## config.mk

```make
export PLATFORM = sky130hd
export DESIGN_NAME = fifo_wr_arbiter
export DESIGN_NICKNAME = d
export VERILOG_FILES = /design/src/rtl/fifo_arb_pkg.sv /design/src/rtl/rr_arb_picker.sv /design/src/rtl/fifo_wr_arbiter.sv
export SDC_FILE = /design/constraint.sdc
export NUM_CORES = 1
export LEC_CHECK = 0
export ABC_CLOCK_PERIOD_IN_PS = 3000
export CAP_MARGIN = 20
export CORE_MARGIN = 2
export CORE_UTILIZATION = 44
export DETAILED_ROUTE_END_ITERATION = 8
export GPL_TIMING_DRIVEN = 0
export PLACE_DENSITY = 0.79
export RECOVER_POWER = 100
export SYNTH_ARGS = -nofsm -noshare
export SYNTH_HDL_FRONTEND = slang
export SYNTH_SLANG_ARGS = --single-unit
```

## constraint.sdc

```tcl
create_clock -name clk -period 3 [get_ports clk]
set_input_delay 0.6 -clock clk [delete_from_list [all_inputs] [get_ports clk]]
set_output_delay 0.6 -clock clk [all_outputs]
set_load 0.05 [all_outputs]
```

## src/rtl/fifo_arb_pkg.sv

```systemverilog
// fifo_arb_pkg: shared state encoding, default sizes and id width helper for the FIFO write arbiter.
package fifo_arb_pkg;
  typedef enum logic {IDLE, BURST} arb_state_e;
  localparam int DEF_N_REQ      = 4;
  localparam int DEF_DATA_WIDTH = 16;
  localparam int DEF_BURST_LEN  = 4;
  function automatic int id_w(input int n);
    return (n > 1) ? $clog2(n) : 1;
  endfunction
endpackage

```

## src/rtl/rr_arb_picker.sv

```systemverilog
// rr_arb_picker: rotating-priority encoder, first requester at or after rr_ptr wins.
module rr_arb_picker import fifo_arb_pkg::*; #(
  parameter int N = DEF_N_REQ
) (
  input  logic [N-1:0]        req,
  input  logic [id_w(N)-1:0]  rr_ptr,
  output logic [id_w(N)-1:0]  pick,
  output logic                pick_valid
);
  localparam int IW = id_w(N);
  always_comb begin
    pick = '0;
    pick_valid = 1'b0;
    for (int k = N - 1; k >= 0; k--) begin
      int idx;
      idx = int'(rr_ptr) + k;
      idx = (idx >= N) ? idx - N : idx;
      if (req[idx]) begin
        pick = IW'(idx);
        pick_valid = 1'b1;
      end
    end
  end
endmodule

```

## src/rtl/fifo_wr_arbiter.sv

```systemverilog
// fifo_wr_arbiter: round-robin, burst-bounded sharing of one FIFO write port among N_REQ producers,
// with registered write strobe/data and sticky checks of the FIFO write responses.
module fifo_wr_arbiter import fifo_arb_pkg::*; #(
  parameter int N_REQ      = DEF_N_REQ,
  parameter int DATA_WIDTH = DEF_DATA_WIDTH,
  parameter int BURST_LEN  = DEF_BURST_LEN
) (
  input  logic                          clk,
  input  logic                          rst_n,
  input  logic [N_REQ-1:0]              req_valid,
  input  logic [N_REQ*DATA_WIDTH-1:0]   req_data,
  output logic [N_REQ-1:0]              req_ready,
  input  logic                          fifo_full,
  input  logic                          fifo_almostfull,
  input  logic                          fifo_wr_ack,
  input  logic                          fifo_overflow,
  output logic                          fifo_wr_en,
  output logic [DATA_WIDTH-1:0]         fifo_data_in,
  output logic [id_w(N_REQ)-1:0]        grant_id,
  output logic                          ack_err,
  output logic                          overflow_err,
  output logic [15:0]                   beats_total
);
  localparam int IW = id_w(N_REQ);
  localparam int BW = $clog2(BURST_LEN + 1);
  arb_state_e state_q, state_d;
  logic [IW-1:0] owner_q, owner_d, rr_q, rr_d, grant_q, grant_d, pick, src;
  logic [BW-1:0] cnt_q, cnt_d;
  logic [DATA_WIDTH-1:0] data_q, data_d;
  logic [15:0] beats_q, beats_d;
  logic wr_en_q, wr_en_d, wr_en_dly_q, ack_err_q, ack_err_d, overflow_err_q, overflow_err_d;
  logic pick_valid, can_issue, xfer;
  rr_arb_picker #(.N(N_REQ)) u_pick (
    .req        (req_valid),
    .rr_ptr     (rr_q),
    .pick       (pick),
    .pick_valid (pick_valid)
  );
  function automatic logic [IW-1:0] nxt(input logic [IW-1:0] x);
    return (int'(x) == N_REQ - 1) ? '0 : x + 1'b1;
  endfunction
  always_comb begin
    // A write already in flight will consume the last free slot, so almostfull blocks then.
    can_issue = !fifo_full && !(fifo_almostfull && wr_en_q);
    src = (state_q == IDLE) ? pick : owner_q;
    req_ready = '0;
    if (rst_n) req_ready[src] = (state_q == BURST || pick_valid) && can_issue;
    xfer = |(req_valid & req_ready);
    state_d = state_q;
    owner_d = owner_q;
    cnt_d = cnt_q;
    rr_d = rr_q;
    if (state_q == IDLE) begin
      if (xfer) begin
        owner_d = pick;
        cnt_d = BW'(1);
        if (BURST_LEN == 1) rr_d = nxt(pick);
        else state_d = BURST;
      end
    end else if (!req_valid[owner_q] || (xfer && cnt_q + 1'b1 == BW'(BURST_LEN))) begin
      state_d = IDLE;
      rr_d = nxt(owner_q);
    end else if (xfer) begin
      cnt_d = cnt_q + 1'b1;
    end
    wr_en_d = xfer;
    data_d = xfer ? req_data[src*DATA_WIDTH +: DATA_WIDTH] : data_q;
    grant_d = xfer ? src : grant_q;
    beats_d = beats_q + 16'(xfer);
    ack_err_d = ack_err_q | (wr_en_dly_q & ~fifo_wr_ack);
    overflow_err_d = overflow_err_q | fifo_overflow;
  end
  always_ff @(posedge clk or negedge rst_n) begin
    if (!rst_n) begin
      state_q <= IDLE;
      owner_q <= '0;
      cnt_q <= '0;
      rr_q <= '0;
      wr_en_q <= 1'b0;
      wr_en_dly_q <= 1'b0;
      data_q <= '0;
      grant_q <= '0;
      beats_q <= '0;
      ack_err_q <= 1'b0;
      overflow_err_q <= 1'b0;
    end else begin
      state_q <= state_d;
      owner_q <= owner_d;
      cnt_q <= cnt_d;
      rr_q <= rr_d;
      wr_en_q <= wr_en_d;
      wr_en_dly_q <= wr_en_q;
      data_q <= data_d;
      grant_q <= grant_d;
      beats_q <= beats_d;
      ack_err_q <= ack_err_d;
      overflow_err_q <= overflow_err_d;
    end
  end
  assign fifo_wr_en = wr_en_q;
  assign fifo_data_in = data_q;
  assign grant_id = grant_q;
  assign ack_err = ack_err_q;
  assign overflow_err = overflow_err_q;
  assign beats_total = beats_q;
endmodule

```

# Word level (Yosys, flattened, before mapping)
# Cells that the tools add are included.
word_totals:
  regBits: 46
  latch_bits: 0
  ram_bits: 0
  romBits: 0
  output_inout_bits: 41
  wordCells: 97
  n_memories: 0
classes:
  add_sub_neg: 10
  multipliers: 0
  div_mod_pow: 0
  n_lt_le_gt_ge: 11
  eq_ne: 3
  shifts: 1
  mux: 38
  n_bitwise: 7
  n_reduce_logical: 16
ops:
  columns: ["cell", "n"]
  rows:
  - ["$lt 32x4->1 const B", 4]
  - ["$mux 32", 4]
  - ["$ge 32x4->1 const B", 3]
  - ["$sub 32x4->32 const B", 3]
  - ["$shiftx 64x7->16", 1]
  - ["$mux 1", 17]
  - ["$add 16x1->16", 1]
  - ["$mux 2", 6]
  - ["$mux 3", 4]
  - ["$bmux 1 s2", 5]
  - ["$and 4x4->4", 2]
  - ["$add 2x2->3 const B", 2]
  - ["$lt 2x3->1 const B", 2]
  - ["$logic_and 1x1->1", 5]
  - ["$mux 4", 1]
  - ["$reduce_and 2->1", 2]
  - ["$reduce_bool 2->1", 2]
  - ["$reduce_or 4->1", 1]
  - ["$sub 2x3->4 const B", 1]
  - ["$add 2x1->3 const B", 1]
  - ["$add 3x1->3 const B", 1]
  - ["$eq 3x3->1 const B", 1]
  - ["$ge 2x3->1 const B", 1]
  - ["$logic_not 1->1", 3]
  - ["other kinds (10)", 13]

# Logic depth before layout (Yosys ltp)
# Gate-level depths: netlist of the first run.
logic_depth:
  ltp_word: 23
  ltp_mapped: 12

# Modules after synthesis
# Synthesis of the first run repeated with hierarchy kept, for this count alone.
hier_totals:
  cells_unflattened: 266
  area_unflattened_um2: 2622.5
modules_own_cells:
  columns: ["module", "instances", "cells_per_inst", "area_per_inst_um2"]
  rows:
  - ["fifo_wr_arbiter", 1, 253, 2544.9]
  - ["rr_arb_picker", 1, 13, 77.6]

# Worst setup path before layout of the first run
# Ideal clock, no wire load.
synth_path:
  kind: "input-to-output"
  startpoint: "input port req_valid[1]"
  endpoint: "output port req_ready[2]"
  arrival_time_ns: 2.635
  required_time_ns: 2.400
  setup_slack_ns: -0.235
  cell_stages: 6
  path_buffers: 2
  cell_sequence: "nor3b_1 > a211oi_1 > o31a_2 > buf_4 > buf_4 > nor3_1"
synth_between:
  elab_chain_cells: 14
  word_cells_on_any_way: 30
  classes_between: "order compare (2); mux (24); bitwise (1); reduce/logical (3)"
synth_rtl:
  columns: ["element", "line", "source"]
  rows:
  - ["from (decl)", "fifo_wr_arbiter.sv:10", "input logic [N_REQ-1:0] req_valid,"]
  - ["$bmux 1 s2", "rr_arb_picker.sv:18", "if (req[idx]) begin"]
  - ["$mux 1 (implied by the code) (2 in series)", "rr_arb_picker.sv:18", null]
  - ["$mux 2 (4 in series)", "rr_arb_picker.sv:18", null]
  - ["$mux 2", "fifo_wr_arbiter.sv:45", "src = (state_q == IDLE) ? pick : owner_q;"]
  - ["$lt 2x3->1 (implied by the code) / $ge 2x1->1 (equally long branches)", "fifo_wr_arbiter.sv:47", "if (rst_n) req_ready[src] = (state_q == BURST || pick_valid) && can_issue;"]
  - ["$logic_and 1x1->1", "fifo_wr_arbiter.sv:47", null]
  - ["$mux 1 (implied by the code)", "fifo_wr_arbiter.sv:47", null]
  - ["$demux 1 s2", "fifo_wr_arbiter.sv:47", null]
  - ["$and 4x4->4 (no source line) (*)", null, null]
  - ["$mux 4 (*)", "fifo_wr_arbiter.sv:47", null]
  - ["to (decl)", "fifo_wr_arbiter.sv:12", "output logic [N_REQ-1:0] req_ready,"]
# Every way passes the cells marked *; elsewhere a longest branch is shown, timed or not. The select of a mux whose other input is x is not followed.

# Worst setup path after layout of the first run
layout_path:
  startpoint: "input port req_valid[0]"
  endpoint: "output port req_ready[1]"
# The elaborated chain is that of the path after synthesis.

==> metrics.yaml, run 1 <==
run_status:
  outcome: "finished, final reports clean"
global_routing:
  grt_pass1_vias: 2254
  grt_use_total_pct: 18.9
  grt_overflow: 0
  grt_pass1_wl_um: 11000
  grt_max_degree: 41
  antenna_found_initial: 0
setup_path:
  crit_required_ns: 2.40
  cpPeakStageDelay_ns: 0.46
  crit_type: "in -> out"
  crit_fanout: 5
  critPathCaptureType: "output pin"
  arrival_ns: 2.28
  worst_setup_path_start_kind: "input pin"
  cp_cell_sequence: "clkdlybuf4s50_1 > inv_1 > o21ai_4 > o31ai_4 > nand2_1 > nor2_1 > clkdlybuf4s18_2"
  crit_family: "buffers and inverters"
  r2r_cells: 11
  cp.depth: 7
  critical_path_buf_inv_count: 3
  crit_path_top_delay_cell: "clkdlybuf4s50_1"
timing:
  drv_slew: 0
  hold_viol: 0
  tightest_slew_ns: 0.536
  layout_setup_ws_ns: 0.120
  setup_violations: 0
  fin_skew_ns: 0.00830
  whs_ns: 0.244
  period_needed_ns: 2.88
  fin_crit_sh_pct: 96.0
  max_freq_mhz: 347
  slew_headroom_pct: 64.1
yosys:
  synth_seq_cells: 46
  syn_avg_cell_area_um2: 12.2
  ys.flop_type: "dfrtp_1"
  async_flop_share_pct: 100
  syn_inst: 234
  yosysSeqAreaShare_pct: 40.4
  syn_nets: 314
  synth-edff-count: 0
  syn_area_um2: 2850
  ys_warn_count: 0
  synthMuxAreaShare_pct: 29.2
  synth-compound-area-share_pct: 8.91
  synth_xor_area_share_pct: 4.30
  synth_top_family_by_area: "multiplexers"
  yosysUniqueCellTypes: 47
  synthAdderAreaFrac_pct: 3.03
  synthSimpleGateAreaFrac_pct: 9.48
drt:
  firstDrtPassIters: 4
  via_per_inst: 5.12
  ant_nets: 0
  initialDrtViolationCount: 44
  wire_per_inst_um: 15.7
  vias: 2238
  drcViolationCount: 0
  routed_wl_um: 6840
flow_run:
  drv_cap: 0
placed_design:
  dpl-instance-area_um2: 4110
  io_buffer_count: 114
  hpwl_um: 5140
  dp_slack_ns: -0.857
  place_congestion: 0.827
pwr:
  vdd_drop_max_mv: 0.640
  powerDensity_nw_per_um2: 939
  p_total_mw: 3.99
  leakage_nw: 1.95
die:
  core.rowCount: 29
  start_util_pct: 45.1
  die_h_um: 84.5
  dieArea_um2: 7140
  die_x_um: 84.5
  core_area_um2: 6310
  ios: 115
cells_and_area:
  drive_above_1_share_pct: 18.6
  syn2layout_area_growth_pct: 49.1
  finalInstanceArea_um2: 4250
  n_antenna_cell: 0
  utilization_pct: 67.3
  nets: 439
clocking:
  htreeDepth: 2
  cts_tree: "built"
  clk_path_buf_depth: 2
  clkLatencyLatePin_ns: 0.30
  cts_root_buf: "clkbuf_8"
  cts_buffers: 5
  path_clk_slew_ns: 0.09
  clkSinkCount: 46
hold_path:
  min_path_type: "in -> async"
## cells by family (layout without fill, tap and decap cells)
| family | count (synthesis) | in the layout |
|---|---|---|
| fa+ha+maj | 7 | 7 |
| mux | 72 | 72 |
| buf+inv | 16 | 142 |
| flops | 46 | 46 |
| xor+xnor | 14 | 14 |
| compound gates | 26 | 26 |
| simple gates | 53 | 53 |
## path summary, 6_finish.rpt
check / startpoint / to / slack (ns)
worst max-delay path: req_valid[0] / req_ready[1] / 0.12
worst min-delay path: rst_n / fifo_data_in[7] / 0.24
worst max register to register: rr_q[1] / beats_total[14] / 0.35
worst min register to register: fifo_wr_en / wr_en_dly_q / 0.42
max in group asynchronous: rst_n / fifo_data_in[13] / 2.17
min in group clk: fifo_wr_en / wr_en_dly_q / 0.42
## flip-flops by register name, indices dropped and copies added (netlist names)
name	cells
state_q	1
rr_q	2
fifo_wr_en	1
cnt_q	3
fifo_data_in	16
overflow_err	1
grant_id	2
beats_total	16
ack_err	1
owner_q	2
wr_en_dly_q	1
## through the flow
step | std cells | setup TNS (ns)
after floorplan | 234 | 0
after global placement | 425 | -75.90
after detailed placement | 426 | -8.63
after CTS | 433 | 0
after global routing | 437 | -0.00344
final | 437 | 0
## Yosys cell counts, drive strengths merged (3+ instances only)
cell type / count / share of area [%]
nor2: 14 / 1.8
mux2i: 48 / 17
o21ai: 3 / 0.92
o31ai: 3 / 1.3
a21oi: 3 / 0.92
nand3: 8 / 1.4
mux2: 23 / 11
xnor2: 9 / 2.8
dfrtp: 46 / 40
inv: 6 / 0.79
xor2: 5 / 1.5
nand2b: 3 / 0.66
nand2: 13 / 1.7
buf: 8 / 2.9
ha: 6 / 2.6
and3: 3 / 0.66
## what timing repair did
item | in CTS | in global routing
hold endpoints to repair | 0 | 0
buffers inserted | 0 | 4
setup endpoints to repair | 15 | 10
hold buffers | 0 | 0
resized for setup | 25 | 5
pin swaps | 0 | 1
## layout by cell type (no fill, tap or decap), types with 3 or more instances in the layout
master,netlist,final
a21oi_2,3,3
and3_1,3,3
buf_4,2,4
buf_6,6,8
clkbuf_8,2,8
clkdlybuf4s50_1,0,98
dfrtp_1,46,46
dlygate4sd3_1,0,8
ha_1,6,5
inv_1,6,6
mux2_2,4,4
mux2_4,18,18
mux2i_1,48,48
nand2_1,13,13
nand2b_1,3,3
nand3_1,8,8
nor2_1,14,14
xnor2_1,9,9
xor2_1,5,5
## per-layer routing
metal | track usage [%] | share of wire [%] | vias up | wire length [µm]
met4 | 4.62 | 0.75 | 0 | 51
met5 | 0 | 0 | - | 0
li1 | - | - | 1086 | -
met3 | 4.52 | 5.9 | 5 | 406
met1 | 26.0 | 46 | 1082 | 3140
met2 | 30.1 | 47 | 65 | 3250
## final cells by class
class                   count  area, µm²
plain buffers               9        106
clock buffers               6       82.6
clock inverters             2       12.5
fillers                   509       2060
inverters                   6       22.5
multi-input cells         172       1600
flip-flops and latches     46       1150
well taps                  77       96.3
repair buffers            119       1180
## power breakdown
group          total, mW  switching (mW)  leakage, nW  internal, mW
Sequential          1.00           0.169        0.573         0.834
Clock              0.402           0.216       0.0472         0.186
Combinational       2.58            1.40         1.33          1.19
Total               3.99            1.78         1.95          2.21
Power figures use the tool's default switching activity.
==> run 2: changes to the inputs <==
Settings changed: PLACE_DENSITY 0.79 to unset, PLACE_DENSITY_LB_ADDON set to 0.15.
==> metrics.yaml, run 2 (same netlist as run 1, synthesis figures left out) <==
run_status:
  outcome: "finished, final reports clean"
setup_path:
  worst_r2r_endpoint: "beats_total[15]"
  cp_cell_sequence: "clkdlybuf4s50_1 > inv_1 > o21ai_4 > o31ai_4 > nand2_1 > nor2_1 > clkdlybuf4s15_2"
  critPathCaptureType: "output pin"
  worst_setup_path_start_kind: "input pin"
  r2r_cells: 11  # unchanged
  crit_path_top_delay_cell: "clkdlybuf4s50_1"
  crit_required_ns: 2.40  # about the same
  r2r_slack_ns: 0.34  # about the same
  crit_fanout: 5  # unchanged
  arrival_ns: 2.33  # +0.05 ns
  crit_type: "in -> out"
  r2r-start: "rr_q[1]"
  cpPeakStageDelay_ns: 0.47  # about the same
  endpoint: "req_ready[1]"
  startpoint: "req_valid[0]"
placed_design:
  io_buffer_count: 114  # unchanged
  dp_slack_ns: -0.898  # -0.0406 ns
  hpwl_um: 5170  # +0.55%
  place_congestion: 0.805  # -2.6%
  dpl-instance-area_um2: 4110  # unchanged
timing:
  layout_setup_ws_ns: 0.0708  # -0.0494 ns
  slew_headroom_pct: 56.7  # -7.4 points
  fin_skew_ns: 0.00804  # -0.000265 ns
  max_freq_mhz: 341  # -1.7%
  rsz0062_at_grt: "no"
  tightest_slew_ns: 0.649  # +0.113 ns
  setup_violations: 0  # unchanged
  drv_slew: 0  # unchanged
  period_needed_ns: 2.93  # +0.0494 ns
  fin_crit_sh_pct: 97.6  # +1.6 points
  hold_viol: 0  # unchanged
  timing.setup.tns_ns: 0  # unchanged
clocking:
  clk_path_buf_depth: 2  # unchanged
  clkLatencyLatePin_ns: 0.31  # about the same
  path_clk_slew_ns: 0.10  # about the same
  htreeDepth: 2  # unchanged
  clkSinkCount: 46  # unchanged
  cts_root_buf: "clkbuf_8"
  cts_tree: "built"
  cts_buffers: 5  # unchanged
die:
  ios: 115  # unchanged
  die_h_um: 84.5  # unchanged
  die_x_um: 84.5  # unchanged
  start_util_pct: 45.1  # unchanged
  dieArea_um2: 7140  # unchanged
  core_area_um2: 6310  # unchanged
  core.rowCount: 29  # unchanged
drt:
  drcViolationCount: 0  # unchanged
  initialDrtViolationCount: 80  # +82%
  vias: 2224  # -0.63%
  wire_per_inst_um: 15.9  # +1.8%
  routed_wl_um: 6950  # +1.5%
  ant_nets: 0  # unchanged
  firstDrtPassIters: 6  # +2
  via_per_inst: 5.10  # -0.40%
global_routing:
  grt_pass1_wl_um: 11400  # +3.4%
  antenna_found_initial: 0  # unchanged
  grt_pass1_vias: 2301  # +2.1%
  grt_max_degree: 33  # -20%
  grt_overflow: 0  # unchanged
  grt_use_total_pct: 19.9  # +1.0 points
pwr:
  vdd_drop_max_mv: 0.725  # +13%
  powerDensity_nw_per_um2: 938  # about the same
  leakage_nw: 1.97  # +0.98%
cells_and_area:
  syn2layout_area_growth_pct: 47.4
  finalInstanceArea_um2: 4200  # -1.1%
  fillers: 555  # +9.0%
  drive_above_1_share_pct: 13.9  # -4.7 points
  n_antenna_cell: 0  # unchanged
  multiInputGateArea_um2: 1540  # -3.9%
  final_common_cell: "clkdlybuf4s50_1"
  nets: 438  # -0.23%
  utilization_pct: 66.5  # -0.77 points
  register_area_um2: 1150  # unchanged
  final_cell_mix: "67 x clkdlybuf4s50_1, 48 x mux2i_1, 46 x dfrtp_1"
hold_path:
  min_path_type: "in -> async"
flow_run:
  drv_cap: 0  # unchanged
==> run 2: cell types whose count changed in the layout (fill, tap and decap cells not counted), moves of 3 or more <==
cell / previous run / this run
clkdlybuf4s50_1: 98 / 67
dlygate4sd3_1: 8 / 39
mux2_1: 1 / 14
mux2_4: 18 / 5
buf_6: 8 / 5
==> run 2: worst min-delay path by stage <==
stage | slack (ns) | endpoint | depth (start not counted) | from
2_1_floorplan | 0.30 | ack_err | 0 | rst_n
3_3_place_gp | 0.39 | wr_en_dly_q | 0 | fifo_wr_en
3_5_place_dp | 0.39 | wr_en_dly_q | 0 | fifo_wr_en
4_1_cts | 0.21 | beats_total[6] | 1 | rst_n
5_1_grt | 0.23 | beats_total[15] | 1 | rst_n
6_report | 0.21 | beats_total[15] | 1 | rst_n
==> run 2: worst max-delay path: cells and delay by family <==
kind | cells | cell delay, ns
AO/OA/AOI/OAI | 2 | 0.50
buffers and inverters | 3 | 0.99
AND/OR/NAND/NOR | 2 | 0.23
==> run 2: area by class of cell <==
type                            count  share of cell area [%]
Clock buffer                        5                    1.64
Clock inverter                      3                    1.64
Tap cell                           77                    2.29
Sequential cell                    46                    27.4
Multi-Input combinational cell    172                    36.6
Timing Repair Buffer              118                    27.7
Inverter                            6                   0.536
Buffer                              9                    2.20
==> run 2: power by group <==
group	leakage [nW]	internal, mW	total, mW	switching, mW
registers	0.573	0.834	0.992	0.159
logic	1.33	1.02	2.39	1.37
clock network	0.0683	0.334	0.555	0.221
==> run 2: what timing repair did <==
item / in CTS / in global routing
pin swaps: 0 / 1
hold buffers: 0 / 0
buffers inserted: 0 / 3
setup endpoints to repair: 15 / 7
cloned: 0 / 0
gates resized for setup: 27 / 5
==> run 2: stage by stage <==
stage          total power [mW]  instances  hold WS, ns
6_report                   3.94        436        0.206
3_3_place_gp               3.55        425        0.387
4_1_cts                    4.16        433        0.210
2_1_floorplan              2.87        234        0.304
5_1_grt                    4.16        436        0.228
3_5_place_dp               3.58        426        0.389
==> run 2: per-layer routing <==
| metal | up-vias | track usage (%) | share of wire (%) |
|---|---|---|---|
| met5 | - | 0 | 0 |
| met4 | 0 | 6.06 | 1.6 |
| met3 | 11 | 5.11 | 4.8 |
| met2 | 64 | 33.1 | 51 |
| met1 | 1062 | 25.5 | 42 |
| li1 | 1087 | - | - |
==> variant: new RTL, config.mk and constraints of run 2 <==
Put one more register stage on the output `overflow_err`. The value now appears one clock later. The other outputs are not delayed to match.
--- a/src/rtl/fifo_wr_arbiter.sv
+++ b/src/rtl/fifo_wr_arbiter.sv
@@ -102,5 +102,7 @@
   assign grant_id = grant_q;
   assign ack_err = ack_err_q;
-  assign overflow_err = overflow_err_q;
+  always_ff @(posedge clk) begin
+    overflow_err <= overflow_err_q;
+  end
   assign beats_total = beats_q;
 endmodule
Check against the original RTL: not equivalent (Yosys sat finds a counterexample within 4 cycles, from zero or initial values and one cycle with rst_n low).
==> variant against run 2 <==
Synthesized area is 0.70% higher; die area is 0.66% higher; utilization increased by 0.12 points; design area rose by 0.18%; worst setup slack improved by 0.0062 ns; power decreased by 1.0%; routed wire length increased by 3.3%; register-to-register slack lost 0.04 ns; maximum frequency up 0.21%; synthesized cell count rose by 0.43%; worst hold slack improved by 0.021 ns; sequential cell count increased by 1; non-clock buffer count increased by 1; combinational power is 2% higher.
==> variant: results <==
export IMPL_status="finished, final reports clean"
export IMPL_vias=2304
export IMPL_ys_types=48
export IMPL_post_cts_resize_count=24
export IMPL_synth_mux_area_share_pct=29.03
export IMPL_slowest_stage="o31a_2"
export IMPL_track_usage_pct=20.68
export IMPL_worst_setup_path_endpoint="req_ready[2]"
export IMPL_crit_path_max_incr_delay_ns=0.34
export IMPL_cp_max_fo=19
export IMPL_grtUsageMet3_pct=4.818
export IMPL_grt_start_max_net_pins=32
export IMPL_synthAdderAreaFrac_pct=3.008
export IMPL_clk_latency_ns=0.29
export IMPL_tightest_slew_ns=0.6881
export IMPL_dp_hpwl_mm=5.398
export IMPL_hold_viol=0
export IMPL_fmax_ghz=0.3421
export IMPL_startpoint="req_valid[1]"
export IMPL_gp_congestion=0.8223
export IMPL_met2_usage_pct=35.43
export IMPL_grt_first_pass_wirelength_mm=12.02
export IMPL_fill_cells=533
export IMPL_pre_cts_slack_ns=-0.8671
export IMPL_grtUsageMet1_pct=26.13
export IMPL_synth_xor_area_share_pct=4.272
export IMPL_fin_nets=440
export IMPL_synth_area_leaders="dfrtp_1 40%, mux2i_1 17%, mux2_4 9.4%, xnor2_1 2.7%, ha_1 2.6%"
export IMPL_ys_seq_area_share_pct=40.80
export IMPL_synth_compound_area_share_pct=8.849
export IMPL_postCtsSetupBuffers=2
export IMPL_reg2reg_to="beats_total[8]$_DFF_PN0_"
export IMPL_hold_path_class="in2async"
export IMPL_r2r_setup_slack_ns=0.30
export IMPL_vdd_drop_max_v=0.0006443
export IMPL_leakagePower_uw=0.001976
export IMPL_drt_pass1_iter_count=4
export IMPL_drt_initial_drc_count=48
export IMPL_synthArstFlopShare_pct=97.87
export IMPL_dpl_cell_area_mm2=0.004128
export IMPL_first_global_vias=2404
export IMPL_finClkSkew_ns=0.007386
[variant: cell types whose count changed after synthesis, sizes merged]
cell	change
dfxtp	+1
[variant: report_power, final]
| part | total [uW] | switching, uW | leakage, uW | internal (uW) |
|---|---|---|---|---|
| registers | 1010 | 163 | 0.000581 | 847 |
| logic | 2440 | 1390 | 0.00134 | 1050 |
| clock network | 450 | 205 | 0.0000513 | 245 |
| total | 3900 | 1760 | 0.00198 | 2140 |
[variant: routing by layer]
| layer | vias up | routed length [um] |
|---|---|---|
| met5 | - | 0 |
| met4 | 0 | 102 |
| met3 | 8 | 313 |
| met2 | 60 | 3789 |
| met1 | 1144 | 2975 |
| li1 | 1092 | - |
[variant: per-stage QoR]
| step | total power, uW | hold slack (ns) | instances | util (%) |
|---|---|---|---|---|
| 2_1_floorplan | 2880 | 0.3044 | 235 | - |
| 3_3_place_gp | 3570 | 0.3488 | 426 | 65.14 |
| 3_5_place_dp | 3615 | 0.3628 | 427 | 65.38 |
| 4_1_cts | 4111 | 0.2271 | 435 | 67.40 |
| 5_1_grt | 4120 | 0.2455 | 437 | 66.65 |
| 6_report | 3898 | 0.2269 | 437 | 66.65 |
[variant: logic make-up after synthesis]
family	count (synthesis)
AND/OR/NAND/NOR	53
multiplexers	72
buffers and inverters	16
XOR/XNOR	14
flip-flops	47
AO/OA/AOI/OAI	26
adder cells (fa/ha/maj)	7
[variant: area by class of cell]
cell class | count | share of cell area, %
plain buffers | 9 | 2.349
clock buffers | 6 | 1.725
clock inverters | 1 | 0.7136
inverters | 6 | 0.5352
multi-input cells | 172 | 36.81
flip-flops and latches | 47 | 27.83
well taps | 77 | 2.290
repair buffers | 119 | 27.74
